## src/rtl/rtl_handshake_feeder_if.sv

```systemverilog
// Ready/valid operand channel carrying an in1/in2 pair.
// The master drives valid and payload, and the slave answers with ready.
`timescale 1ns/1ps
interface rtl_handshake_feeder_if #(
   parameter int WIDTH = 4
);
   logic             valid;
   logic             ready;
   logic [WIDTH-1:0] in1;
   logic [WIDTH-1:0] in2;

   modport master (output valid, output in1, output in2, input ready);
   modport slave  (input valid, input in1, input in2, output ready);
endinterface

```

## src/rtl/rtl_handshake_feeder.sv

```systemverilog
// Round-robin merge of three producer channels into one FIFO-buffered channel
// toward the RTL datapath. The head is read straight from the FIFO, so a beat appears one cycle after it is accepted.
`timescale 1ns/1ps
module rtl_handshake_feeder #(
   parameter int DEPTH = 4,
   parameter int WIDTH = 4
) (
   input  logic                     CLK,
   input  logic                     RESET,
   rtl_handshake_feeder_if.slave    handshake_arr_0,
   rtl_handshake_feeder_if.slave    handshake_arr_1,
   rtl_handshake_feeder_if.slave    handshake_arr_2,
   rtl_handshake_feeder_if.master   handshake,
   output logic [1:0]               src,
   output logic [$clog2(DEPTH):0]   count
);
   localparam int AW = $clog2(DEPTH);
   localparam int CW = AW + 1;
   localparam int EW = 2 * WIDTH + 2;

   // Slot 3 is a permanently idle channel so a 2-bit index is always in range.
   logic [3:0]       arr_valid;
   logic [WIDTH-1:0] arr_in1 [4];
   logic [WIDTH-1:0] arr_in2 [4];
   logic [2:0]       arr_ready;

   logic [1:0]    last_reg;
   logic [AW-1:0] wptr_reg;
   logic [AW-1:0] rptr_reg;
   logic [CW-1:0] count_reg;
   logic [EW-1:0] mem_reg [DEPTH];

   logic [1:0]    cand1, cand2, cand3;
   logic [1:0]    grant;
   logic          grant_valid;
   logic          full, empty;
   logic          push, pop;
   logic          out_valid;
   logic [EW-1:0] wdata;
   logic [EW-1:0] head;

   function automatic logic [1:0] next_ch(input logic [1:0] ch);
      return (ch >= 2'd2) ? 2'd0 : ch + 2'd1;
   endfunction

   assign arr_valid  = {1'b0, handshake_arr_2.valid, handshake_arr_1.valid, handshake_arr_0.valid};
   assign arr_in1[0] = handshake_arr_0.in1;
   assign arr_in1[1] = handshake_arr_1.in1;
   assign arr_in1[2] = handshake_arr_2.in1;
   assign arr_in1[3] = '0;
   assign arr_in2[0] = handshake_arr_0.in2;
   assign arr_in2[1] = handshake_arr_1.in2;
   assign arr_in2[2] = handshake_arr_2.in2;
   assign arr_in2[3] = '0;

   // The search starts just after the last granted channel, so the last one is checked last.
   always_comb begin
      cand1       = next_ch(last_reg);
      cand2       = next_ch(cand1);
      cand3       = next_ch(cand2);
      grant       = cand1;
      grant_valid = 1'b0;
      if (arr_valid[cand1]) begin
         grant       = cand1;
         grant_valid = 1'b1;
      end else if (arr_valid[cand2]) begin
         grant       = cand2;
         grant_valid = 1'b1;
      end else if (arr_valid[cand3]) begin
         grant       = cand3;
         grant_valid = 1'b1;
      end
   end

   assign full      = (count_reg == CW'(DEPTH));
   assign empty     = (count_reg == '0);
   // Freed space is not passed through in the same cycle, so readies never see a pop.
   assign push      = grant_valid && !full && !RESET;
   assign out_valid = !empty && !RESET;
   assign pop       = out_valid && handshake.ready;
   assign wdata     = {arr_in1[grant], arr_in2[grant], grant};

   generate
      for (genvar gi = 0; gi < 3; gi++) begin : g_ready
         assign arr_ready[gi] = push && (grant == 2'(gi));
      end
   endgenerate

   assign handshake_arr_0.ready = arr_ready[0];
   assign handshake_arr_1.ready = arr_ready[1];
   assign handshake_arr_2.ready = arr_ready[2];

   always_ff @(posedge CLK) begin
      if (RESET) begin
         wptr_reg  <= '0;
         rptr_reg  <= '0;
         count_reg <= '0;
         last_reg  <= 2'd2;
         for (int i = 0; i < DEPTH; i++) begin
            mem_reg[i] <= '0;
         end
      end else begin
         if (push) begin
            mem_reg[wptr_reg] <= wdata;
            wptr_reg          <= wptr_reg + 1'b1;
            last_reg          <= grant;
         end
         if (pop) begin
            rptr_reg <= rptr_reg + 1'b1;
         end
         case ({push, pop})
            2'b10:   count_reg <= count_reg + 1'b1;
            2'b01:   count_reg <= count_reg - 1'b1;
            default: count_reg <= count_reg;
         endcase
      end
   end

   assign head            = mem_reg[rptr_reg];
   assign handshake.valid = out_valid;
   assign handshake.in1   = head[EW-1 -: WIDTH];
   assign handshake.in2   = head[WIDTH+1 -: WIDTH];
   assign src             = head[1:0];
   assign count           = count_reg;
endmodule
```

## src/flat_wrapper.sv

```systemverilog
// flat-port wrapper written by rule: the top's interface ports become plain ports
module rtl_handshake_feeder_flat 
#(
   parameter int DEPTH = 4,
   parameter int WIDTH = 4
)
  (CLK, RESET, src, count, handshake_arr_0_valid, handshake_arr_0_in1, handshake_arr_0_in2, handshake_arr_0_ready, handshake_arr_1_valid, handshake_arr_1_in1, handshake_arr_1_in2, handshake_arr_1_ready, handshake_arr_2_valid, handshake_arr_2_in1, handshake_arr_2_in2, handshake_arr_2_ready, handshake_valid, handshake_in1, handshake_in2, handshake_ready);
  rtl_handshake_feeder_if #(.WIDTH(WIDTH)) handshake_arr_0_i ();
  rtl_handshake_feeder_if #(.WIDTH(WIDTH)) handshake_arr_1_i ();
  rtl_handshake_feeder_if #(.WIDTH(WIDTH)) handshake_arr_2_i ();
  rtl_handshake_feeder_if #(.WIDTH(WIDTH)) handshake_i ();
  input  logic CLK;
  input  logic RESET;
  output logic [1:0] src;
  output logic [$clog2(DEPTH):0] count;
  input wire logic [$bits(handshake_arr_0_i.valid)-1:0] handshake_arr_0_valid;
  input wire logic [$bits(handshake_arr_0_i.in1)-1:0] handshake_arr_0_in1;
  input wire logic [$bits(handshake_arr_0_i.in2)-1:0] handshake_arr_0_in2;
  output wire logic [$bits(handshake_arr_0_i.ready)-1:0] handshake_arr_0_ready;
  input wire logic [$bits(handshake_arr_1_i.valid)-1:0] handshake_arr_1_valid;
  input wire logic [$bits(handshake_arr_1_i.in1)-1:0] handshake_arr_1_in1;
  input wire logic [$bits(handshake_arr_1_i.in2)-1:0] handshake_arr_1_in2;
  output wire logic [$bits(handshake_arr_1_i.ready)-1:0] handshake_arr_1_ready;
  input wire logic [$bits(handshake_arr_2_i.valid)-1:0] handshake_arr_2_valid;
  input wire logic [$bits(handshake_arr_2_i.in1)-1:0] handshake_arr_2_in1;
  input wire logic [$bits(handshake_arr_2_i.in2)-1:0] handshake_arr_2_in2;
  output wire logic [$bits(handshake_arr_2_i.ready)-1:0] handshake_arr_2_ready;
  output wire logic [$bits(handshake_i.valid)-1:0] handshake_valid;
  output wire logic [$bits(handshake_i.in1)-1:0] handshake_in1;
  output wire logic [$bits(handshake_i.in2)-1:0] handshake_in2;
  input wire logic [$bits(handshake_i.ready)-1:0] handshake_ready;
  assign handshake_arr_0_i.valid = handshake_arr_0_valid;
  assign handshake_arr_0_i.in1 = handshake_arr_0_in1;
  assign handshake_arr_0_i.in2 = handshake_arr_0_in2;
  assign handshake_arr_0_ready = handshake_arr_0_i.ready;
  assign handshake_arr_1_i.valid = handshake_arr_1_valid;
  assign handshake_arr_1_i.in1 = handshake_arr_1_in1;
  assign handshake_arr_1_i.in2 = handshake_arr_1_in2;
  assign handshake_arr_1_ready = handshake_arr_1_i.ready;
  assign handshake_arr_2_i.valid = handshake_arr_2_valid;
  assign handshake_arr_2_i.in1 = handshake_arr_2_in1;
  assign handshake_arr_2_i.in2 = handshake_arr_2_in2;
  assign handshake_arr_2_ready = handshake_arr_2_i.ready;
  assign handshake_valid = handshake_i.valid;
  assign handshake_in1 = handshake_i.in1;
  assign handshake_in2 = handshake_i.in2;
  assign handshake_i.ready = handshake_ready;
  rtl_handshake_feeder #(.DEPTH(DEPTH), .WIDTH(WIDTH)) u_core (.CLK(CLK), .RESET(RESET), .handshake_arr_0(handshake_arr_0_i), .handshake_arr_1(handshake_arr_1_i), .handshake_arr_2(handshake_arr_2_i), .handshake(handshake_i), .src(src), .count(count));
endmodule
```

## config.mk

```make
export PLATFORM = sky130hd
export DESIGN_NAME = rtl_handshake_feeder_flat
export DESIGN_NICKNAME = d
export VERILOG_FILES = /design/src/rtl/rtl_handshake_feeder_if.sv /design/src/rtl/rtl_handshake_feeder.sv /design/src/flat_wrapper.sv
export SDC_FILE = /design/constraint.sdc
export NUM_CORES = 1
export LEC_CHECK = 0
export BUFFER_PORTS_ARGS = -buffer_cell sky130_fd_sc_hd__buf_2
export CAP_MARGIN = 5
export CORE_ASPECT_RATIO = 2
export CORE_MARGIN = 1.5
export CORE_UTILIZATION = 49
export DETAILED_ROUTE_END_ITERATION = 6
export GPL_TIMING_DRIVEN = 0
export HOLD_SLACK_MARGIN = 0.08
export PLACE_DENSITY_LB_ADDON = 0.25
export SYNTH_ARGS = -nofsm -noshare
export SYNTH_HDL_FRONTEND = slang
export SYNTH_SLANG_ARGS = --single-unit
export TNS_END_PERCENT = 100
```

## constraint.sdc

```tcl
create_clock -name CLK -period 2.3 [get_ports CLK]
set_input_delay 0.115 -clock CLK [delete_from_list [all_inputs] [get_ports CLK]]
set_output_delay 0.115 -clock CLK [all_outputs]
set_load 0.005 [all_outputs]
```

==> results.md, run 1 <==
- Worst slew margin: 0.502
- Sequential Power Share: 0.506
- DR vias: 1865
- Final Cell Area: roughly 0.0030 mm^2
- Power, Total: around 2.3 mW
- Worst EP required: about 2600 ps
- Net count after synthesis: 228
- Worst r2r src: u_core.count[0]$_SDFFE_PP0P_
- H-tree depth: 2
- # clock sinks: 51
- Actual slew at the worst max-slew pin: between 700 and 800 ps
- Clk root buf: clkbuf_8
- Fillcell total: between 400 and 500
- Hold WC Path Type: input port to flip-flop
- Worst hold stages: 3
- Total GRT Usage: 0.241
- Post-DRT Antenna Nets: 0
- Crit path time final: 2260 ps
- Peak VDD IR: 0.000707 V
- Reg2reg end: u_core.count[2]$_SDFFE_PP0P_
- Synthesized instance count: about 200
- Port Buffer Count: 46
- Grt total ovfl: 0
- Crit end category: flip-flop
- Slew Viols, Final: 0
- DR iter-0 viols: 55
- Area grow syn2layout: 19.9%
- Die ar.: approximately 0.0055 mm^2
- Initial antenna violation count: 0
- Register area share after synthesis: 0.577
- Num CTS Buffers: 5
- Critical path launch point type: flip-flop
- Placer Congestion: slightly below 0.8
- Fin nets: roughly 290
- First-pass DRT Iterations: 4
- Reg2Reg Setup Slack: between 30 and 40 ps
- Period utilisation layout: 0.984
- Antenna cells: 0
- Clock power frac: 0.230
- Layout cells sized above 1: 0.371
- Mapped Area: 0.00246 mm^2
- Setup Viol. Count Final: 0
- First-pass GRT wire length: between 9 and 10 mm
- Hold_ws: roughly 170 ps
- Syn avg cell area: about 13 um^2
- Net Switching: about 700 uW
- Most frequent cells in the layout: buf_2 (48), edfxtp_1 (40), a21oi_1 (33)
- Routed wire length per instance: about 19 um
- Max-cap violations: 0
- Worst Setup Path Type: flip-flop to flip-flop
- Clk buf depth: 2
- Synthesis-stage register bit count: 51
- Placed cell area: about 0.0028 mm^2
- Vias per inst: just under 6
- Io pins: 47
- Setup Skew: slightly above 9 ps
- Starting Density: 0.506
- DPL Wire Length: a little over 4 mm
- Setup crit start: u_core.count[0]$_SDFFE_PP0P_
- Worst Reg2Reg Path Length in Cells: 10
- Largest net degree at the start of global routing: 18
- Fmax: about 440 MHz
- RSZ-0062 raised after global routing: yes
- Max Fanout on Critical Path: 3
- Clock Latency Late Sink: 320 ps
- Die W: around 53 um
- TritonCTS clock tree: done
- Setup TNS Final: 0 ps
- Syn. warnings: 0
- Net Sw Frac: 0.300
- P_leak: ~1.1 nW
- Yosys cell types: 40
- WL final: between 5 and 6 mm
- Power share of the combinational group: 0.264
- Commonest non-fill, non-tap cell in the layout: buf_2
- Clock Pin Slew Worst Setup and Hold Paths: roughly 100 ps
- Pwr/cell area: about 800 mW/mm^2
- Die Span Y: 103 um
- Worst EP arrival: about 2500 ps
- Worst setup path endpoint: u_core.count[2]$_SDFFE_PP0P_
- Core Area: 0.00486 mm^2
- Fin. Hold Viols: 0
- Outcome: complete, no violations
- Max reg flops: 40
- Internal power: approximately 1.6 mW
- Vias in the first global route: between 1500 and 2000
- Cell row count: 36
- DRC Markers: 0
cells by family after synthesis:
kind of cell / count (synthesis) / share of synthesized area
xor+xnor: 6 / 0.0213
fa+ha+maj: 2 / 0.0132
buf+inv: 20 / 0.0488
compound gates: 51 / 0.127
simple gates: 55 / 0.117
flops: 51 / 0.577
mux: 11 / 0.0955
synthesized netlist by cell type, drive strengths merged:
| master | n | area share |
|---|---|---|
| a211o | 1 | 0.0036 |
| a211oi | 2 | 0.0081 |
| a21oi | 34 | 0.071 |
| a22oi | 8 | 0.024 |
| a32o | 1 | 0.0041 |
| a32oi | 1 | 0.0066 |
| and2 | 1 | 0.0025 |
| and3 | 1 | 0.0025 |
| buf | 10 | 0.031 |
| clkbuf | 3 | 0.0046 |
| dfxtp | 11 | 0.089 |
| edfxtp | 40 | 0.49 |
| fa | 1 | 0.0081 |
| ha | 1 | 0.0051 |
| inv | 7 | 0.013 |
| mux2i | 1 | 0.0041 |
| mux4 | 10 | 0.091 |
| nand2 | 4 | 0.0061 |
| nand2b | 1 | 0.0025 |
| nand3 | 10 | 0.020 |
| nand4 | 5 | 0.013 |
| nor2 | 21 | 0.032 |
| nor2b | 1 | 0.0025 |
| nor3 | 2 | 0.0041 |
| nor3b | 3 | 0.0091 |
| nor4bb | 1 | 0.0041 |
| o21ai | 2 | 0.0041 |
| o21bai | 2 | 0.0061 |
| or3 | 4 | 0.015 |
| or3b | 1 | 0.0036 |
| xnor2 | 4 | 0.014 |
| xor2 | 2 | 0.0071 |
worst min path at each step:
| stage | start | slack, ps | to |
|---|---|---|---|
| after CTS | RESET | 140 | u_core.last_reg[1]$_SDFFE_PP1P_ |
| after global placement | RESET | 440 | u_core.last_reg[1]$_SDFFE_PP1P_ |
| after global routing | handshake_arr_0_in2[1] | 190 | u_core.mem_reg[3][3]$_DFFE_PP_ |
| final | RESET | 170 | u_core.last_reg[1]$_SDFFE_PP1P_ |
| after floorplan | RESET | 260 | u_core.last_reg[1]$_SDFFE_PP1P_ |
| after detailed placement | RESET | 450 | u_core.last_reg[1]$_SDFFE_PP1P_ |
critical path, stage by stage, from the launching register on:
cell and delay (ps):
dfxtp_4 350, or3b_4 400, and3_4 210, inv_8 60
buf_12 90, ha_4 120, inv_1 50, fa_2 330
xor2_1 150, or3_1 300, a21oi_1 120
through the flow:
| stage | utilization | setup WS (ps) | cells |
|---|---|---|---|
| after floorplan | - | -9.35 | 196 |
| after CTS | 0.603 | -19.2 | 311 |
| after global routing | 0.607 | -31.9 | 313 |
| final | 0.607 | 36.0 | 313 |
| after global placement | 0.575 | -198 | 299 |
| after detailed placement | 0.577 | -221 | 300 |
final cells by class:
cell class / count / area (um^2) / area share
well taps: 57 / 71.3 / 0.0241
inverters: 7 / 33.8 / 0.0114
repair buffers: 53 / 287 / 0.0970
clock buffers: 5 / 68.8 / 0.0233
plain buffers: 12 / 90.1 / 0.0305
multi-input cells: 125 / 955 / 0.323
flip-flops and latches: 51 / 1430 / 0.483
clock inverters: 3 / 21.3 / 0.00720
power groups by stage:
stage	sequential, mW	combinational [mW]	clock, mW
after floorplan	1.19	0.387	0
after global placement	1.20	0.563	0
after detailed placement	1.20	0.579	0
after CTS	1.18	0.609	0.540
after global routing	1.19	0.675	0.570
final	1.18	0.612	0.535
metal layers:
metal  track usage  vias to the layer above  part of all wire
met1         0.238                      912              0.33
li1              -                      865                 -
met4         0.122                        0             0.023
met5             0                        -                 0
met3        0.0517                        9             0.059
met2         0.451                       79              0.58
repair_timing:
action | 4_1_cts | 5_1_grt
setup buffers | 4 | 2
pin swaps | 1 | 1
hold buffers | 0 | 0
gates resized for setup | 6 | 1
setup endpoints to repair | 2 | 1
Note: power is estimated with default switching activity, not from simulation.
==> inputs of run 2 (changes only) <==
Settings changed: BUFFER_PORTS_ARGS -buffer_cell sky130_fd_sc_hd__buf_2 to not set, CORE_UTILIZATION 49 to 56, DONT_BUFFER_PORTS set to 1, SKIP_CTS_REPAIR_TIMING set to 1.
==> results.md, run 2 (synthesis gave the netlist of run 1 again) <==
- Outcome: finished, violations left
- Failing checks: negative setup slack
- Worst slew margin: 0.538
- First-pass GRT wire length: 8.78 mm
- Placer Congestion: around 0.83
- Layout cells sized above 1: 0.220
- Worst Reg2Reg Path Length in Cells: 10
- Total GRT Usage: 0.246
- Crit end category: flip-flop
- DR iter-0 viols: 76
- Clk root buf: clkbuf_8
- Hold_ws: ~74 ps
- Die Span Y: approximately 97 um
- First-pass DRT Iterations: 4
- Fillcell total: approximately 330
- WL final: around 5.6 mm
- Clk buf depth: 2
- Max Fanout on Critical Path: 5
- Worst setup margin: -122 ps
- Cell row count: 34
- RSZ-0062 raised after global routing: yes
- Port Buffer Count: 0
- Actual slew at the worst max-slew pin: a little under 700 ps
- Worst Setup Path Type: flip-flop to flip-flop
- Fin nets: between 200 and 250
- Crit path cell chain: or3b_4 > and3_4 > inv_8 > buf_8 > ha_4 > inv_2 > fa_2 > xor2_1 > or3_1 > a21oi_2
- DRC Markers: 0
- Antenna cells: 0
- Pwr/cell area: approximately 840 mW/mm^2
- Most frequent cells in the layout: edfxtp_1 (40), a21oi_1 (32), nor2_1 (21)
- Max-cap violations: 0
- Multi-input logic area: 948 um^2
- Power, Total: about 2.3 mW
- Initial antenna violation count: 0
- Fin. Hold Viols: 0
- Clock Pin Slew Worst Setup and Hold Paths: around 80 ps
- Crit path time final: 2420 ps
- Io pins: 47
- Vias per inst: about 6.5
- Crit-path max cell delay: about 400 ps
- P_leak: ~0.95 nW
- Period utilisation layout: 1.05
- Worst hold stages: 3
- Commonest non-fill, non-tap cell in the layout: edfxtp_1
- DPL Wire Length: around 4.1 mm
- Starting Density: 0.573
- FF+latch area: around 0.0014 mm^2
- Area grow syn2layout: 10.8%
- Post-DRT Antenna Nets: 0
- Hold WC Path Type: input port to flip-flop
- Die ar.: between 0.004 and 0.005 mm^2
- # clock sinks: approximately 50
- Slowest-stage cell, CP: or3b_4
- Setup Viol. Count Final: 1
- Core Area: between 0.004 and 0.005 mm^2
- Setup Skew: about 7.1 ps
- Largest net degree at the start of global routing: 16
- Critical path launch point type: flip-flop
- Routed wire length per instance: approximately 21 um
- H-tree depth: 2
- Vias in the first global route: 1831
- Clock Latency Late Sink: roughly 300 ps
- TritonCTS clock tree: done
- Place WS: -210 ps
- Fmax: 413 MHz
- Peak VDD IR: 0.000825 V
- DR vias: roughly 1700
- Grt total ovfl: 0
- Reg2Reg Setup Slack: -120 ps
- Die W: 49.9 um
- Slew Viols, Final: 0
- Worst EP arrival: around 2700 ps
- Worst EP required: 2520 ps
- Max reg flops: 40
- Num CTS Buffers: 5
==> run 2: changes by cell type in the layout (fill, tap and decap cells not counted), moves of 2 or more <==
cell,change
inv_4,-2
buf_2,-46
dfxtp_2,-2
nand2_2,-2
nand2_1,+2
dfxtp_4,+2
==> run 2: path summary, 6_finish.rpt <==
check,startpoint,to
worst max-delay path,u_core.count[1]$_SDFFE_PP0P_,u_core.count[2]$_SDFFE_PP0P_
worst max register to register,u_core.count[1]$_SDFFE_PP0P_,u_core.count[2]$_SDFFE_PP0P_
worst min register to register,u_core.rptr_reg[1]$_SDFFE_PP0P_,flip-flop
worst min-delay path,RESET,flip-flop
==> run 2: critical path, delay by kind of cell (launching register included) <==
family	cells	cell delay, ps
flip-flops	1	370
AO/OA/AOI/OAI	1	140
buffers and inverters	3	190
XOR/XNOR	1	160
adder cells (fa/ha/maj)	2	480
AND/OR/NAND/NOR	3	1010
==> run 2: layer usage <==
metal,part of all wire,global-route usage
met1,0.30,0.250
met2,0.60,0.444
met3,0.081,0.0448
met4,0.021,0.150
met5,0,0
==> run 2: layout make-up <==
class                   instances  area share
multi-input cells             125       0.348
clock buffers                   5      0.0252
well taps                      54      0.0248
clock inverters                 2      0.0138
flip-flops and latches         51       0.525
inverters                       7      0.0124
repair buffers                  7      0.0202
plain buffers                  12      0.0312
==> run 2: stage by stage <==
| step | cells | util | instance area (um^2) | TNS, ps |
|---|---|---|---|---|
| after floorplan | 196 | - | 2490 | -9.35 |
| after global placement | 250 | 0.596 | 2560 | -562 |
| after detailed placement | 251 | 0.598 | 2570 | -287 |
| after CTS | 258 | 0.623 | 2680 | -295 |
| after global routing | 263 | 0.635 | 2730 | -197 |
| final | 263 | 0.635 | 2730 | -122 |
==> run 2: power breakdown <==
group / total (mW) / internal (mW) / switching [mW]
registers: 1.19 / 1.13 / 0.0536
logic: 0.519 / 0.212 / 0.306
clock network: 0.595 / 0.318 / 0.277
total: 2.30 / 1.66 / 0.637
